`config.mk`:
```
export PLATFORM = sky130hd
export DESIGN_NAME = touch_key_gen
export DESIGN_NICKNAME = d
export VERILOG_FILES = /design/src/rtl/touch_key_gen_pkg.sv /design/src/rtl/touch_key_gen_tap_timer.sv /design/src/rtl/touch_key_gen.sv
export SDC_FILE = /design/constraint.sdc
export NUM_CORES = 1
export LEC_CHECK = 0
export CAP_MARGIN = 10
export CORE_MARGIN = 5
export CORE_UTILIZATION = 58
export CTS_CLUSTER_SIZE = 20
export DETAILED_ROUTE_END_ITERATION = 8
export GPL_TIMING_DRIVEN = 0
export PLACE_DENSITY = 0.82
export SLEW_MARGIN = 10
export SYNTH_ARGS = -nofsm -noshare
export SYNTH_HDL_FRONTEND = slang
export SYNTH_SLANG_ARGS = --single-unit
```
`constraint.sdc`:
```
create_clock -name sys_clk -period 2.2 [get_ports sys_clk]
set_input_delay 0.44 -clock sys_clk [delete_from_list [all_inputs] [get_ports sys_clk]]
set_output_delay 0.44 -clock sys_clk [all_outputs]
set_load 0.01 [all_outputs]
```
`src/rtl/touch_key_gen_pkg.sv`:
```
// rtl/touch_key_gen_pkg.sv - shared state type, counter width and default timings
package touch_key_gen_pkg;

  localparam int CNT_W        = 24;
  localparam int HOLD_CYC_DEF = 5_000_000;
  localparam int GAP_CYC_DEF  = 2_500_000;

  typedef enum logic [1:0] {
    ST_IDLE,
    ST_PRESS,
    ST_GAP,
    ST_FINISH
  } state_t;

endpackage

```
`src/rtl/touch_key_gen_tap_timer.sv`:
```
// rtl/touch_key_gen_tap_timer.sv - 24-bit per-state cycle counter with terminal count
module tap_timer
  import touch_key_gen_pkg::*;
(
  input  logic             i_clk,
  input  logic             i_rst_n,
  input  logic             i_clear,
  input  logic [CNT_W-1:0] i_limit,
  output logic             o_tc
);

  logic [CNT_W-1:0] r_cnt;

  assign o_tc = (r_cnt == i_limit - CNT_W'(1));

  // Saturates at the terminal count so it can never wrap inside a state.
  always_ff @(posedge i_clk or negedge i_rst_n) begin
    if (!i_rst_n) begin
      r_cnt <= '0;
    end else if (i_clear) begin
      r_cnt <= '0;
    end else if (!o_tc) begin
      r_cnt <= r_cnt + CNT_W'(1);
    end
  end

endmodule

```
`src/rtl/touch_key_gen.sv`:
```
// rtl/touch_key_gen.sv - emulates a burst of taps on a touch-sensor line
module touch_key_gen
  import touch_key_gen_pkg::*;
#(
  parameter int HOLD_CYC = HOLD_CYC_DEF,
  parameter int GAP_CYC  = GAP_CYC_DEF
) (
  input  logic       sys_clk,
  input  logic       sys_rst_n,
  input  logic       tap_req,
  input  logic [3:0] tap_num,
  output logic       touch_key,
  output logic       busy,
  output logic       done
);

  localparam logic [CNT_W-1:0] HOLD_LIM = CNT_W'(HOLD_CYC);
  localparam logic [CNT_W-1:0] GAP_LIM  = CNT_W'(GAP_CYC);

  state_t           r_state;
  state_t           w_next;
  logic [3:0]       r_taps;
  logic             r_touch_key;
  logic             r_busy;
  logic             r_done;
  logic             w_clear;
  logic             w_tc;
  logic [CNT_W-1:0] w_limit;

  assign w_limit = (r_state == ST_PRESS) ? HOLD_LIM : GAP_LIM;

  tap_timer u_tap_timer (
    .i_clk   (sys_clk),
    .i_rst_n (sys_rst_n),
    .i_clear (w_clear),
    .i_limit (w_limit),
    .o_tc    (w_tc)
  );

  always_comb begin
    w_next = r_state;
    case (r_state)
      ST_IDLE:   if (tap_req && (tap_num != 4'd0)) w_next = ST_PRESS;
      ST_PRESS:  if (w_tc) w_next = ST_GAP;
      ST_GAP:    if (w_tc) w_next = (r_taps == 4'd0) ? ST_FINISH : ST_PRESS;
      ST_FINISH: w_next = ST_IDLE;
      default:   w_next = ST_IDLE;
    endcase
    w_clear = (w_next != r_state) || (r_state == ST_IDLE);
  end

  // Outputs trail the state by one edge, giving the one-cycle touch latency.
  always_ff @(posedge sys_clk or negedge sys_rst_n) begin
    if (!sys_rst_n) begin
      r_state     <= ST_IDLE;
      r_taps      <= 4'd0;
      r_touch_key <= 1'b0;
      r_busy      <= 1'b0;
      r_done      <= 1'b0;
    end else begin
      r_state <= w_next;
      if ((r_state == ST_IDLE) && (w_next == ST_PRESS)) begin
        r_taps <= tap_num;
      end else if ((r_state == ST_PRESS) && (w_next == ST_GAP) && (r_taps != 4'd0)) begin
        r_taps <= r_taps - 4'd1;
      end
      r_touch_key <= (r_state == ST_PRESS);
      r_busy      <= (r_state != ST_IDLE);
      r_done      <= (r_state == ST_FINISH);
    end
  end

  assign touch_key = r_touch_key;
  assign busy      = r_busy;
  assign done      = r_done;

endmodule
```
== Word level (Yosys, flattened, before mapping) ==
Index checks and enable logic that the tools add are counted.

* Reductions and logical operators: 11
* $add $sub $neg: 3
* Equal/unequal tests: 8
* Mux-type cells: 10

{| class="wikitable"
|+ Operators by type and width
! kind !! number
|-
| $mux W24 || 2
|-
| $add A24 B1 Y24 const B || 1
|-
| $eq A24 B24 Y1 || 1
|-
| $sub A23 B1 Y24 const B || 1
|-
| $mux W23 || 1
|-
| $mux W2 || 4
|-
| $mux W4 || 2
|-
| $pmux W2 S4 || 1
|-
| $reduce_bool A4 Y1 || 2
|-
| $eq A2 B2 Y1 const B || 3
|-
| $eq A2 B1 Y1 const B || 2
|-
| $logic_and A1 B1 Y1 || 4
|-
| $logic_not A4 Y1 || 1
|-
| $reduce_bool A2 Y1 || 2
|-
| $sub A4 B1 Y4 const B || 1
|-
| $logic_not A2 Y1 || 1
|-
| $ne A2 B1 Y1 const B || 1
|-
| $ne A2 B2 Y1 || 1
|-
| $logic_or A1 B1 Y1 || 1
|}

* Flip-flop bits (word level): 33
* Output and inout port bits: 3
* Bits of input ports: 7
* Word-level logic and storage cells: 38

== Logic depth before layout (Yosys ltp) ==
* Word-level depth: 11
* Gate-level depth with buffers: 7
* Gate-level depth less buffers: 7

== Cells and area by module ==
From an unflattened synthesis, not the netlist that was laid out.

* Cell total of the unflattened synthesis: 349
* Area total of the unflattened synthesis: 3012.9 sq um

{| class="wikitable"
|+ By module, submodules not included
! module !! cells an instance !! area each (sq um) !! instances !! sequential area each (sq um)
|-
| tap_timer || 295 || 2488.6 || 1 || 600.6
|-
| touch_key_gen || 54 || 524.3 || 1 || 225.2
|}

== Worst setup path before layout ==
OpenSTA, ideal clock, no wires.

* Path kind: register -> register
* From: register r_taps[0]
* To: register r_taps[1]
* Period minus slack after synthesis: 1.730 ns
* Arrival: 1.605 ns
* Slack: 0.470 ns
* Library setup time: 0.125 ns
* Cell stages (with the launch flop): 8
* Buffers on the path: 0
* Required time: 2.075 ns
* Cells stage by stage: dfrtp_1 -> inv_1 -> ha_1 -> or3b_2 -> nand4_1 -> nor3_4 -> mux2i_1 -> mux2_2

* Longest elaborated chain between the ends: 8
* Elaborated cells between the ends (all ways): 14
* Those cells by class: 1 x add/sub; 2 x eq/ne; 5 x mux; 6 x reduce/logical

{| class="wikitable"
|+ RTL lines
! element !! line !! RTL
|-
| start, declared || touch_key_gen.sv:22 || <nowiki>logic [3:0] r_taps;</nowiki>
|-
| start signal, assigned || touch_key_gen.sv:63 || <nowiki>r_taps <= tap_num;</nowiki>
|-
| start signal, assigned || touch_key_gen.sv:65 || <nowiki>r_taps <= r_taps - 4'd1;</nowiki>
|-
| $logic_not A4 Y1 || touch_key_gen.sv:45 || <nowiki>ST_GAP: if (w_tc) w_next = (r_taps == 4'd0) ? ST_FINISH : ST_PRESS;</nowiki>
|-
| $mux W2 (2 in a row) || touch_key_gen.sv:45 ||
|-
| $pmux W2 S4 || touch_key_gen.sv:42 || <nowiki>case (r_state)</nowiki>
|-
| $eq A2 B2 Y1 || touch_key_gen.sv:64 || <nowiki>end else if ((r_state == ST_PRESS) && (w_next == ST_GAP) && (r_taps != 4'd0)) begin</nowiki>
|-
| $logic_and A1 B1 Y1 (2 in a row) || touch_key_gen.sv:64 ||
|-
| $reduce_bool A2 Y1 (no line) || - ||
|}

Several ways; a longest one is shown, not always the timed one. The select of a mux whose other input is x is not followed.
A chain may end at the register's enable or synchronous reset.

== Final worst setup path ==
* From: register u_tap_timer.r_cnt[0]
* To: register u_tap_timer.r_cnt[18]

* Longest elaborated chain between the ends: 6
* Elaborated cells between the ends (all ways): 10
* Those cells by class: 1 x add/sub; 3 x eq/ne; 5 x mux; 1 x reduce/logical

{| class="wikitable"
|+ RTL lines
! element !! line !! RTL
|-
| start, declared || touch_key_gen_tap_timer.sv:12 || <nowiki>logic [CNT_W-1:0] r_cnt;</nowiki>
|-
| start signal, assigned || touch_key_gen_tap_timer.sv:23 || <nowiki>r_cnt <= r_cnt + CNT_W'(1);</nowiki>
|-
| $eq A24 B24 Y1 || touch_key_gen_tap_timer.sv:14 || <nowiki>assign o_tc = (r_cnt == i_limit - CNT_W'(1));</nowiki>
|-
| $mux W2, on equally long branches || touch_key_gen.sv:45, touch_key_gen.sv:44 ||
|-
| $pmux W2 S4 || touch_key_gen.sv:42 ||
|-
| $ne A2 B2 Y1 || touch_key_gen.sv:49 || <nowiki>w_clear = (w_next != r_state) || (r_state == ST_IDLE);</nowiki>
|-
| $logic_or A1 B1 Y1 || touch_key_gen.sv:49 ||
|-
| $ne A2 B1 Y1 (no line) / $mux W24 (equally long branches) || - ||
|}

Several ways; a longest one is shown, not always the timed one. The select of a mux whose other input is x is not followed.

==> metrics.md <==
| Metric | Value |
|---|---|
| Setup Skew | `8.46 ps` |
| Critical path's largest stage delay | `430 ps` |
| Final-layout worst hold slack | `141 ps` |
| Hold Fails Final Rpt | `0` |
| Ys flop type | `dfrtp_1` |
| Post-detailed-placement cell area | `1880 um^2` |
| Share of the synthesized area in compound gates (AO/OA/AOI/OAI) | `0.0601` |
| Number of enable flip-flop cells after synthesis | `0` |
| Commonest cells in the netlist | `dfrtp_1 (33), nor2_1 (29), xor2_1 (16)` |
| Worst ir drop on vdd | `0.000377 V` |
| DP Wirelength | `2470 um` |
| Antenna diode instance count | `0` |
| Growth of design area from synthesis to finish | `12.3%` |
| Dominant combinational cell family by area after synthesis | `simple AND/OR/NAND/NOR gates` |
| Arrival time reported for the critical path endpoint | `2250 ps` |
| Number of global-route vias before repair | `1320` |
| Setup repair after global routing missed its margin | `false` |
| Combinational fraction of design power | `0.031` |
| Most instantiated library cell after synthesis | `dfrtp_1` |
| Final slew viol count | `0` |
| Total track usage | `0.182` |
| Final period util | `0.920` |
| TritonCTS clock tree | `done` |
| Remaining global-route overflow | `0` |
| Maximum fanout count along the critical path | `10` |
| Final critical-path required period | `2020 ps` |
| Post-synthesis sequential area ratio | `0.472` |
| Top post-synthesis cells by area | `dfrtp_1 (47%), xor2_1 (8.0%), nor2_1 (6.2%)` |
| Clk Latency, worst-skew pair | `330 ps` |
| Horizontal die dimension | `64.9 um` |
| Required time of the critical path | `2430 ps` |
| Number of unique standard cell types used by synthesis | `42` |
| Via-to-Cell Ratio | `5.72` |
| Multiplexer share of the synthesized area | `0.0122` |
| Final instance count without filler cells | `222` |
| Result of the run | `finished, final reports clean` |
| Total placed cells including tap cells | `214` |
| Static Leakage | `0.877 nW` |
| Final setup violation count | `0` |
| Global-route wire length before repair | `5910 um` |
| Core box area | `2980 um^2` |
| P_sw | `0.232 mW` |
| Number of buffers inserted to repair setup after CTS | `0` |
| Clock-pin slew reported for the worst setup and hold paths after clock tree synthesis | `110 ps` |
| Area share of the largest cell type after synthesis | `0.472` |
| Xor/xnor cell area share of the yosys netlist | `0.120` |
| Final-layout fill cell count | `232` |
| Internal portion of total power | `0.896 mW` |
| Crit-path leading delay family | `compound AO/OA/AOI/OAI gates` |
| Max-cap violations | `0` |
| Count of boundary I/O pins | `10` |
| Number of buffers created by CTS | `5` |
| Synthesized netlist cell count | `172` |
| Detailed-route via count | `1270` |
| Startpoint type of the worst setup path | `flop` |
| Synth Register Bits | `33` |
| Worst-margin pin slew | `706 ps` |
| Final Routed Wirelength | `3290 um` |
| Clock tree sinks | `33` |
| CTS H-Tree Depth | `2` |
| Maximum number of pins on one net before global-route repair | `34` |
| Power density over the cells | `574 nW/um^2` |
| Post-CTS sizing | `0` |
| Cell breakdown of the critical path | `ha_1 > and3_1 > nand4_2 > a211oi_2 > a21o_4 > buf_6 > nor2_1` |
| Post-route DRC | `0` |
| Crit path buffers/inverters | `1` |
| Share of layout cells above drive strength 1 | `0.111` |
| Post-Synthesis Mean Instance Area | `10.2 um^2` |
| Arithmetic-cell share of the synthesized area counting full adders, half adders and majority gates | `0.0215` |
| Crit Path Class | `reg2reg` |
| Cell area after technology mapping | `1750 um^2` |
| Synth async-reset ratio | `1.00` |
| Root Buffer Master | `clkbuf_4` |
| CTS hold repair buffers | `0` |
| Maximum operating frequency | `494 MHz` |
| Switching portion of total power | `0.205` |
| Effective utilization at floorplan | `0.587` |
| Synth Area in Simple Gates | `0.286` |
| Overall die area | `4210 um^2` |
| Reg-to-reg slack, setup | `180 ps` |
| Placer Congestion | `0.885` |
| Post-detailed-route count of antenna-violating nets | `0` |
| Max transition margin | `0.530` |
| First-iteration detailed-routing DRC count | `69` |
| # nets final | `198` |
| Crit path capture type | `flop` |
| Per-cell routed wire length | `14.8 um` |
| Master of the slowest instance on the critical path | `a211oi_2` |
| Count of standard-cell rows | `20` |
| Clock buffer depth | `2` |
| Port bufs | `9` |
| Non-Filler Cell Area, Final | `1960 um^2` |
| Number of antenna violations at the first check in global routing | `0` |
| Fraction of power consumed by the clock network | `0.425` |
| Warnings from Yosys | `0` |
| Post-synth top area cell | `dfrtp_1` |
| Die boundary height | `64.9 um` |
| Hold crit path type | `in2async` |
| Register share of total power | `0.544` |
| Post-Synthesis Net Count | `182` |
| First-pass iteration count of the detailed router | `4` |
-- power groups by stage --
stage          Sequential [mW]  Clock [mW]  Combinational, mW
4_1_cts                  0.612       0.486             0.0368
3_3_place_gp             0.624           0             0.0357
2_1_floorplan            0.624           0             0.0115
3_5_place_dp             0.624           0             0.0367
5_1_grt                  0.613       0.516             0.0414
6_report                 0.613       0.479             0.0354
-- routing by layer --
metal  up-vias  global-route usage  share of wire
met4         0              0.0712          0.015
li1        632                   -              -
met1       614               0.216           0.44
met3         5              0.0416          0.029
met2        19               0.317           0.52
met5         -                   0              0
-- kinds of logic (layout without fill, tap and decap cells) --
group	count (synthesis)	in the layout
multiplexers	2	2
flip-flops	33	33
AO/OA/AOI/OAI	13	13
AND/OR/NAND/NOR	88	88
adder cells (fa/ha/maj)	3	3
XOR/XNOR	24	24
buffers and inverters	9	26
-- per-stage QoR --
stage           util  setup TNS (ps)  total power [mW]  setup slack [ps]
6_report       0.660               0              1.13               177
3_5_place_dp   0.630           -36.6             0.661             -36.6
3_3_place_gp   0.632               0             0.660              44.1
4_1_cts        0.660               0              1.14               169
5_1_grt        0.660               0              1.17              43.2
2_1_floorplan      -               0             0.635               470
-- path summary, 6_finish.rpt --
| path | startpoint | to | cells after the start |
|---|---|---|---|
| setup / recovery | u_tap_timer.r_cnt[0] | u_tap_timer.r_cnt[18] | 7 |
| hold / removal | sys_rst_n | u_tap_timer.r_cnt[23] | 1 |
| setup reg to reg | u_tap_timer.r_cnt[0] | u_tap_timer.r_cnt[18] | 7 |
| hold reg to reg | u_tap_timer.r_cnt[0] | u_tap_timer.r_cnt[0] | 1 |
| max in group asynchronous | sys_rst_n | r_state[1] | 1 |
| min in group sys_clk | u_tap_timer.r_cnt[0] | u_tap_timer.r_cnt[0] | 1 |
-- final cells by class --
cell class | instances | area (um^2) | area share
plain buffers | 3 | 26.3 | 0.0134
well taps | 33 | 41.3 | 0.0210
inverters | 6 | 22.5 | 0.0115
clock buffers | 6 | 51.3 | 0.0261
clock inverters | 2 | 37.5 | 0.0191
flip-flops and latches | 33 | 826 | 0.420
repair buffers | 9 | 85.1 | 0.0433
multi-input cells | 130 | 875 | 0.445
-- placed cells by master (no fill, tap or decap), types with 2 or more instances in the layout --
cell type | netlist | layout
ha_1 | 3 | 3
a21oi_1 | 2 | 2
buf_6 | 2 | 2
and2_1 | 2 | 2
clkdlybuf4s50_1 | 0 | 8
clkbuf_4 | 0 | 5
nand2b_1 | 2 | 2
dfrtp_1 | 33 | 33
xnor2_1 | 8 | 8
inv_1 | 6 | 6
nor3_1 | 2 | 2
nor3b_1 | 4 | 4
nand3_1 | 11 | 11
xor2_1 | 16 | 16
and4_1 | 4 | 4
nor2_1 | 29 | 29
o21ai_0 | 2 | 2
nand4_1 | 7 | 7
nand2_1 | 10 | 10
and3_1 | 5 | 5
-- registers in the layout, indices dropped and copies added (netlist names) --
| name | cells |
|---|---|
| u_tap_timer.r_cnt | 24 |
| touch_key | 1 |
| busy | 1 |
| done | 1 |
| r_state | 2 |
| r_taps | 4 |
-- worst register-to-register path: stages (launching register included) --
cell	delay, ps
dfrtp_1	410
ha_1	230
and3_1	270
nand4_2	180
a211oi_2	430
a21o_4	190
buf_6	140
nor2_1	60
(Power assumes the default switching activity.)
